$ cat src/rtl/ctrl_pkg.sv
// Shared definitions for the multi-cycle RV32I control unit: FSM state enum,
// ALU control encodings, opcode values, ALUOp codes, datapath mux selects and
// the immediate-format selector.
// Ports: none (package).
// Optional feature macro used by the importers: ALU_EXT_OPS_EN.
package ctrl_pkg;

  typedef enum logic [3:0] {
    StFetch,
    StDecode,
    StMemAdr,
    StMemRead,
    StMemWb,
    StMemWrite,
    StExecR,
    StExecI,
    StAluWb,
    StBeq,
    StJal,
    StFault
  } state_e;

  // ALU control encodings (4-bit core, zero-extended to ALUCTRL_W at the top).
  localparam logic [3:0] AluAdd  = 4'd0;
  localparam logic [3:0] AluSub  = 4'd1;
  localparam logic [3:0] AluAnd  = 4'd2;
  localparam logic [3:0] AluOr   = 4'd3;
  localparam logic [3:0] AluXor  = 4'd4;
  localparam logic [3:0] AluSlt  = 4'd5;
  localparam logic [3:0] AluSll  = 4'd6;
  localparam logic [3:0] AluSrl  = 4'd7;
  localparam logic [3:0] AluSra  = 4'd8;
  localparam logic [3:0] AluSltu = 4'd9;

  localparam logic [6:0] OpLoad   = 7'b0000011;
  localparam logic [6:0] OpStore  = 7'b0100011;
  localparam logic [6:0] OpRtype  = 7'b0110011;
  localparam logic [6:0] OpItype  = 7'b0010011;
  localparam logic [6:0] OpBranch = 7'b1100011;
  localparam logic [6:0] OpJal    = 7'b1101111;

  localparam logic [1:0] AluOpAdd   = 2'b00;
  localparam logic [1:0] AluOpSub   = 2'b01;
  localparam logic [1:0] AluOpFunct = 2'b10;

  localparam logic [1:0] SrcAPc    = 2'b00;
  localparam logic [1:0] SrcAOldPc = 2'b01;
  localparam logic [1:0] SrcARs1   = 2'b10;

  localparam logic [1:0] SrcBRs2  = 2'b00;
  localparam logic [1:0] SrcBImm  = 2'b01;
  localparam logic [1:0] SrcBFour = 2'b10;

  localparam logic [1:0] ResAluOut    = 2'b00;
  localparam logic [1:0] ResData      = 2'b01;
  localparam logic [1:0] ResAluResult = 2'b10;

  localparam logic [1:0] ImmI = 2'b00;
  localparam logic [1:0] ImmS = 2'b01;
  localparam logic [1:0] ImmB = 2'b10;
  localparam logic [1:0] ImmJ = 2'b11;

  function automatic logic [1:0] imm_sel(input logic [6:0] op);
    case (op)
      OpStore:  imm_sel = ImmS;
      OpBranch: imm_sel = ImmB;
      OpJal:    imm_sel = ImmJ;
      default:  imm_sel = ImmI;
    endcase
  endfunction

endpackage

$ cat src/rtl/alu_op_decoder.sv
// Combinational ALU decoder: maps ALUOp plus funct3/funct7b5 to an ALU control
// code and flags funct3 values the build does not support.
// Ports:
//   alu_op    in  2  00 add, 01 sub, 10 decode funct fields
//   funct3    in  3  instr[14:12]
//   funct7b5  in  1  instr[30]
//   is_rtype  in  1  opcode is R-type (selects SUB for funct3=000)
//   alu_code  out 4  ALU control encoding
//   illegal   out 1  funct3 unsupported in this build
// Macro ALU_EXT_OPS_EN: adds XOR, SLTU, SLL, SRL/SRA; otherwise those are illegal.
module alu_op_decoder
  import ctrl_pkg::*;
(
  input  logic [1:0] alu_op,
  input  logic [2:0] funct3,
  input  logic       funct7b5,
  input  logic       is_rtype,
  output logic [3:0] alu_code,
  output logic       illegal
);

  always_comb begin
    alu_code = AluAdd;
    illegal  = 1'b0;
    case (alu_op)
      AluOpSub: alu_code = AluSub;
      AluOpFunct: begin
        case (funct3)
          // addi ignores funct7b5; only R-type uses it to select SUB.
          3'b000: alu_code = (is_rtype && funct7b5) ? AluSub : AluAdd;
          3'b010: alu_code = AluSlt;
          3'b110: alu_code = AluOr;
          3'b111: alu_code = AluAnd;
`ifdef ALU_EXT_OPS_EN
          3'b100: alu_code = AluXor;
          3'b011: alu_code = AluSltu;
          3'b001: alu_code = AluSll;
          3'b101: alu_code = funct7b5 ? AluSra : AluSrl;
`endif
          default: illegal = 1'b1;
        endcase
      end
      default: alu_code = AluAdd;
    endcase
  end

endmodule

$ cat src/rtl/multicycle_ctrl_unit.sv
// Control FSM for the multi-cycle RV32I core. Sequences fetch, decode, execute,
// memory and writeback, drives every datapath mux/enable, and traps on illegal
// instructions or memory-wait timeouts into a FAULT state held until reset.
// Ports:
//   clk, rst_n                 clock, synchronous active-low reset
//   op, funct3, funct7b5       instruction fields from IR
//   zero                       ALU zero flag (branch decision)
//   mem_ready                  memory completes the current request
//   mem_req, mem_write, adr_src        memory interface controls
//   ir_write, pc_write, reg_write      datapath strobes (forced 0 in reset)
//   result_src, alu_src_a, alu_src_b   datapath mux selects
//   imm_src                    immediate format, combinational from op
//   alu_control                ALU operation
//   illegal_instr, bus_err     sticky fault flags
// Macro ALU_EXT_OPS_EN: enables XOR/SLTU/SLL/SRL/SRA in the ALU decoder.
module multicycle_ctrl_unit
  import ctrl_pkg::*;
#(
  parameter int unsigned ALUCTRL_W      = 4,
  parameter int unsigned TIMEOUT_CYCLES = 255
) (
  input  logic                 clk,
  input  logic                 rst_n,
  input  logic [6:0]           op,
  input  logic [2:0]           funct3,
  input  logic                 funct7b5,
  input  logic                 zero,
  input  logic                 mem_ready,
  output logic                 mem_req,
  output logic                 mem_write,
  output logic                 adr_src,
  output logic                 ir_write,
  output logic                 pc_write,
  output logic                 reg_write,
  output logic [1:0]           result_src,
  output logic [1:0]           alu_src_a,
  output logic [1:0]           alu_src_b,
  output logic [1:0]           imm_src,
  output logic [ALUCTRL_W-1:0] alu_control,
  output logic                 illegal_instr,
  output logic                 bus_err
);

  localparam int unsigned CntW = $clog2(TIMEOUT_CYCLES + 1);

  state_e          state_q;
  logic [CntW-1:0] wait_cnt_q;
  logic            illegal_q;
  logic            bus_err_q;

  logic       mem_state;
  logic       mem_wait;
  logic       timeout;
  logic [1:0] alu_op;
  logic [3:0] alu_code;
  logic       funct_illegal;
  logic       mem_req_s, mem_write_s, ir_write_s, pc_write_s, reg_write_s;

  assign mem_state = (state_q == StFetch) || (state_q == StMemRead) || (state_q == StMemWrite);
  assign mem_wait  = mem_state && !mem_ready;
  // The TIMEOUT_CYCLES-th consecutive stall cycle faults; mem_ready that cycle still wins.
  assign timeout   = mem_wait && (wait_cnt_q == CntW'(TIMEOUT_CYCLES - 1));

  alu_op_decoder u_alu_op_decoder (
    .alu_op   (alu_op),
    .funct3   (funct3),
    .funct7b5 (funct7b5),
    .is_rtype (op == OpRtype),
    .alu_code (alu_code),
    .illegal  (funct_illegal)
  );

  always_ff @(posedge clk) begin
    if (!rst_n) begin
      state_q    <= StFetch;
      wait_cnt_q <= '0;
      illegal_q  <= 1'b0;
      bus_err_q  <= 1'b0;
    end else begin
      wait_cnt_q <= (mem_wait && !timeout) ? wait_cnt_q + CntW'(1) : '0;
      if (timeout) begin
        state_q   <= StFault;
        bus_err_q <= 1'b1;
      end else begin
        case (state_q)
          StFetch: if (mem_ready) state_q <= StDecode;
          StDecode: begin
            case (op)
              OpLoad, OpStore: state_q <= StMemAdr;
              OpRtype:         state_q <= StExecR;
              OpItype:         state_q <= StExecI;
              OpBranch:        state_q <= StBeq;
              OpJal:           state_q <= StJal;
              default: begin
                state_q   <= StFault;
                illegal_q <= 1'b1;
              end
            endcase
          end
          StMemAdr:   state_q <= (op == OpStore) ? StMemWrite : StMemRead;
          StMemRead:  if (mem_ready) state_q <= StMemWb;
          StMemWrite: if (mem_ready) state_q <= StFetch;
          StMemWb, StAluWb, StBeq: state_q <= StFetch;
          StExecR, StExecI: begin
            if (funct_illegal) begin
              state_q   <= StFault;
              illegal_q <= 1'b1;
            end else begin
              state_q <= StAluWb;
            end
          end
          StJal:   state_q <= StAluWb;
          StFault: state_q <= StFault;
          default: state_q <= StFault;
        endcase
      end
    end
  end

  always_comb begin
    mem_req_s   = 1'b0;
    mem_write_s = 1'b0;
    ir_write_s  = 1'b0;
    pc_write_s  = 1'b0;
    reg_write_s = 1'b0;
    adr_src     = 1'b0;
    result_src  = ResAluOut;
    alu_src_a   = SrcAPc;
    alu_src_b   = SrcBRs2;
    alu_op      = AluOpAdd;
    case (state_q)
      StFetch: begin
        mem_req_s  = 1'b1;
        alu_src_b  = SrcBFour;
        result_src = ResAluResult;
        ir_write_s = mem_ready;
        pc_write_s = mem_ready;
      end
      StDecode: begin
        alu_src_a = SrcAOldPc;
        alu_src_b = SrcBImm;
      end
      StMemAdr: begin
        alu_src_a = SrcARs1;
        alu_src_b = SrcBImm;
      end
      StMemRead: begin
        mem_req_s = 1'b1;
        adr_src   = 1'b1;
      end
      StMemWrite: begin
        mem_req_s   = 1'b1;
        mem_write_s = 1'b1;
        adr_src     = 1'b1;
      end
      StMemWb: begin
        result_src  = ResData;
        reg_write_s = 1'b1;
      end
      StExecR: begin
        alu_src_a = SrcARs1;
        alu_op    = AluOpFunct;
      end
      StExecI: begin
        alu_src_a = SrcARs1;
        alu_src_b = SrcBImm;
        alu_op    = AluOpFunct;
      end
      StAluWb: reg_write_s = 1'b1;
      StBeq: begin
        alu_src_a  = SrcARs1;
        alu_op     = AluOpSub;
        pc_write_s = zero;
      end
      StJal: begin
        alu_src_a  = SrcAOldPc;
        alu_src_b  = SrcBFour;
        pc_write_s = 1'b1;
      end
      default: ;
    endcase
  end

  assign mem_req       = mem_req_s & rst_n;
  assign mem_write     = mem_write_s & rst_n;
  assign ir_write      = ir_write_s & rst_n;
  assign pc_write      = pc_write_s & rst_n;
  assign reg_write     = reg_write_s & rst_n;
  assign imm_src       = imm_sel(op);
  assign alu_control   = ALUCTRL_W'(alu_code);
  assign illegal_instr = illegal_q;
  assign bus_err       = bus_err_q;

endmodule

$ cat config.mk
export PLATFORM = sky130hd
export DESIGN_NAME = multicycle_ctrl_unit
export DESIGN_NICKNAME = d
export VERILOG_FILES = /design/src/rtl/ctrl_pkg.sv /design/src/rtl/alu_op_decoder.sv /design/src/rtl/multicycle_ctrl_unit.sv
export SDC_FILE = /design/constraint.sdc
export NUM_CORES = 1
export LEC_CHECK = 0
export CORE_AREA = 8 8 63 65
export CTS_CLUSTER_DIAMETER = 100
export DETAILED_ROUTE_END_ITERATION = 12
export DIE_AREA = 0 0 71 73
export GPL_TIMING_DRIVEN = 0
export PLACE_DENSITY = 0.77
export SYNTH_ARGS = -nofsm -noshare
export SYNTH_HDL_FRONTEND = slang
export SYNTH_SLANG_ARGS = --single-unit
export TNS_END_PERCENT = 50
$ cat constraint.sdc
create_clock -name clk -period 2.1 [get_ports clk]
set_clock_uncertainty 0.15 [all_clocks]
set_input_delay 0.21 -clock clk [delete_from_list [all_inputs] [get_ports clk]]
set_output_delay 0.21 -clock clk [all_outputs]
set_load 0.02 [all_outputs]
==> impl_metrics.toml <==
[power]
p_per_area_mw_per_mm2 = 919
leakagePower_nw = 0.765
ir_worst_vdd_mv = 0.321

[final_layout]
diodes = 0
fin_nets = 227
final_cells = 239
final_cell_mix = "18 x nor2_1, 14 x nand2_1, 13 x buf_4, 12 x clkdlybuf4s50_1"
fill_cells = 256
seq_area_um2 = 290
drive_gt1_share_pct = 26.2
final_common_cell = "nor2_1"
multi_input_area_um2 = 955
syn2layout_area_growth_pct = 49.8
finalInstanceArea_mm2 = 0.00182

[critical_path]
reg2reg_depth = 8
critPathMaxStageDelay_ns = 0.38
cp_max_fo = 5
cp-end-kind = "output port"
r2r-end = "state_q[1]"
reg2reg_slack_ns = 0.10
crit_type = "flip-flop to output port"
path_cells = "buf_6 > nor2b_4 > nand3_4 > inv_2 > ha_4 > nor3b_2 > buf_4"
slowest_stage = "dfxtp_4"
required_ns = 1.74
cp-start-kind = "flip-flop"
timing.rr.start = "state_q[2]"
critPathArrivalTime_ns = 1.72

[clocking]
clk_pin_slew_worst_paths_ns = 0.08
cts_sinks = 14
cts_tree = "built"
htreeDepth = 1
clk_latency_ns = 0.27
cts_buffers = 3
cts-root-buf = "clkbuf_4"
postCtsHoldBufs = 0
ctsLongestPathBuffers = 2

[sta]
rsz0062_at_grt = "yes"
slew_headroom_pct = 55.2
period_share_pct = 99.0
period_needed_ns = 2.08
hold_viol = 0
fmax_ghz = 0.481
setup_viol = 0
worst_slew_pin_slew_ns = 0.662
final_max_slew_viol_count = 0

[yosys]
synth_area_leaders = "dfxtp_1 23%, nor2_1 5.9%, nand2_1 4.9%"
synth_top_cell_area_share_pct = 23.0
synth_top_cell_by_area = "dfxtp_1"
ys_seq_area_share_pct = 23.0
ys_types = 47
ys_seq_elements = 14
synth_nets = 181
synthMuxAreaShare_pct = 2.47
synth_top_family_by_area = "simple AND/OR/NAND/NOR gates"
synth_fa_ha_area_share_pct = 4.12
synth_xor_area_share_pct = 7.20
avgSynthCellArea_um2 = 7.51
synth_simple_gate_area_share_pct = 34.0
syn_inst = 162
synth_area_mm2 = 0.00122
synth_warnings = 0
synth_compound_area_share_pct = 21.8

[grt]
grt_pass1_vias = 1293
grt_pass1_wl_um = 5800
grt_overflow_total = 0
grt_usage_pct = 13.3
antenna_found_initial = 0
grt_max_degree = 11

[routing]
highest_layer = "met4"
wl_met1_um = 1620
via_count = 1391
drtIter0Drc = 82
firstDrtPassIters = 5
detail-route-antenna-nets = 0
drc = 0
wl_um = 3960
route.met2.wl_um = 2030
dr_wl_met3_um = 265
routedWlPerCell_um = 16.6
via_per_inst = 5.82

[floorplan]
start_util_pct = 41.2
io_pins = 35
fp.dieW_um = 71
die_y_um = 73
fp.coreArea_mm2 = 0.00295
row_count = 20
die-area_mm2 = 0.00518

[place]
dpl_cell_area_mm2 = 0.00159
numPortBuffers = 32
routabilityCongestion = 0.976
placedCellCount = 227
hpwl_um = 2660

[min_path]
holdCritStartpoint = "op[2]"
worstHoldPathCells = 4
min_path_type = "input pin to flip-flop"
min_to = "illegal_instr"

[run]
drv_cap = 0

[run_status]
status = "completed"
## cells in the mapped netlist (all sizes together)
master / n
a211o: 1
o311ai: 1
nor4: 3
a2111oi: 1
or2: 3
nor3: 4
mux2i: 3
and2: 1
nand3: 9
nand2: 16
conb: 1
xnor2: 6
nor2b: 4
o21ai: 4
buf: 7
or3: 1
and3: 5
o41ai: 1
nand4: 4
inv: 8
xor2: 4
or2b: 1
a211oi: 6
dfxtp: 14
nor4b: 2
nand3b: 2
a32o: 1
a31o: 1
a32oi: 1
o221ai: 1
a31oi: 4
o22ai: 1
o31ai: 4
clkbuf: 3
nor3b: 4
a21o: 1
ha: 4
nor2: 19
a21boi: 2
a21oi: 3
and4: 1
## through the flow
| stage | worst slack, ns | power (mW) | util, % | TNS, ns | hold slack, ns |
|---|---|---|---|---|---|
| floorplan | -0.105 | 1.02 | - | -0.105 | 0.198 |
| global placement | -0.718 | 1.36 | 53.8 | -4.35 | 0.293 |
| detailed placement | -0.763 | 1.39 | 53.8 | -4.83 | 0.308 |
| CTS | -0.180 | 1.57 | 56.9 | -0.328 | 0.212 |
| global route | -0.0504 | 1.77 | 61.7 | -0.167 | 0.269 |
| finish | 0.0206 | 1.67 | 61.7 | 0 | 0.233 |
## final cells by class
cell class                      instances  area share (%)
Sequential cell                        14            15.9
Timing Repair Buffer                   41            21.1
Buffer                                 10            5.43
Clock buffer                            3            1.24
Tap cell                               33            2.27
Multi-Input combinational cell        130            52.4
Inverter                                8            1.65
## power by group
group          leakage, nW  total (mW)  switching, mW  internal [mW]
combinational        0.635        1.17          0.668          0.499
sequential           0.116       0.365         0.0507          0.314
clock               0.0138       0.143         0.0770         0.0662
total                0.765        1.67          0.796          0.879
## registers in the layout (all words and copies together) (netlist names)
register	cells
illegal_instr	1
state_q	4
bus_err	1
wait_cnt_q	8
## worst max-delay path by stage
stage | startpoint | to | slack [ns] | cells past startpoint
after floorplan | state_q[3] | alu_control[2] | -0.10 | 6
after global routing | op[5] | imm_src[0] | -0.05 | 4
after global placement | state_q[3] | alu_control[2] | -0.72 | 7
final | state_q[2] | alu_control[1] | 0.02 | 7
after detailed placement | state_q[3] | alu_control[2] | -0.76 | 7
after CTS | state_q[0] | mem_write | -0.18 | 4
## repair_timing
action / 4_1_cts / 5_1_grt
setup endpoints to repair: 19 / 12
resized for setup: 64 / 23
pin swaps: 0 / 6
setup buffers: 1 / 7
cloned: 0 / 1
## metal layers
metal	GRT usage (%)	vias to the layer above
met5	0	-
met4	5.54	0
met3	2.34	8
met2	22.7	58
met1	15.9	645
li1	-	680
## critical path: cells and delay by family (launching register included)
family / cells / cell delay, ns
and+or+nand+nor: 3 / 0.48
DFF: 1 / 0.38
adders and majority gates: 1 / 0.22
buffers and inverters: 3 / 0.38
## logic make-up (layout without fill, tap and decap cells)
logic type               count (synthesis)  in the layout
multiplexers                             3              3
buffers and inverters                   18             62
adder cells (fa/ha/maj)                  4              4
XOR/XNOR                                10             10
AND/OR/NAND/NOR                         79             79
AO/OA/AOI/OAI                           33             33
other                                    1              1
flip-flops                              14             14
(Power assumes the default switching activity.)
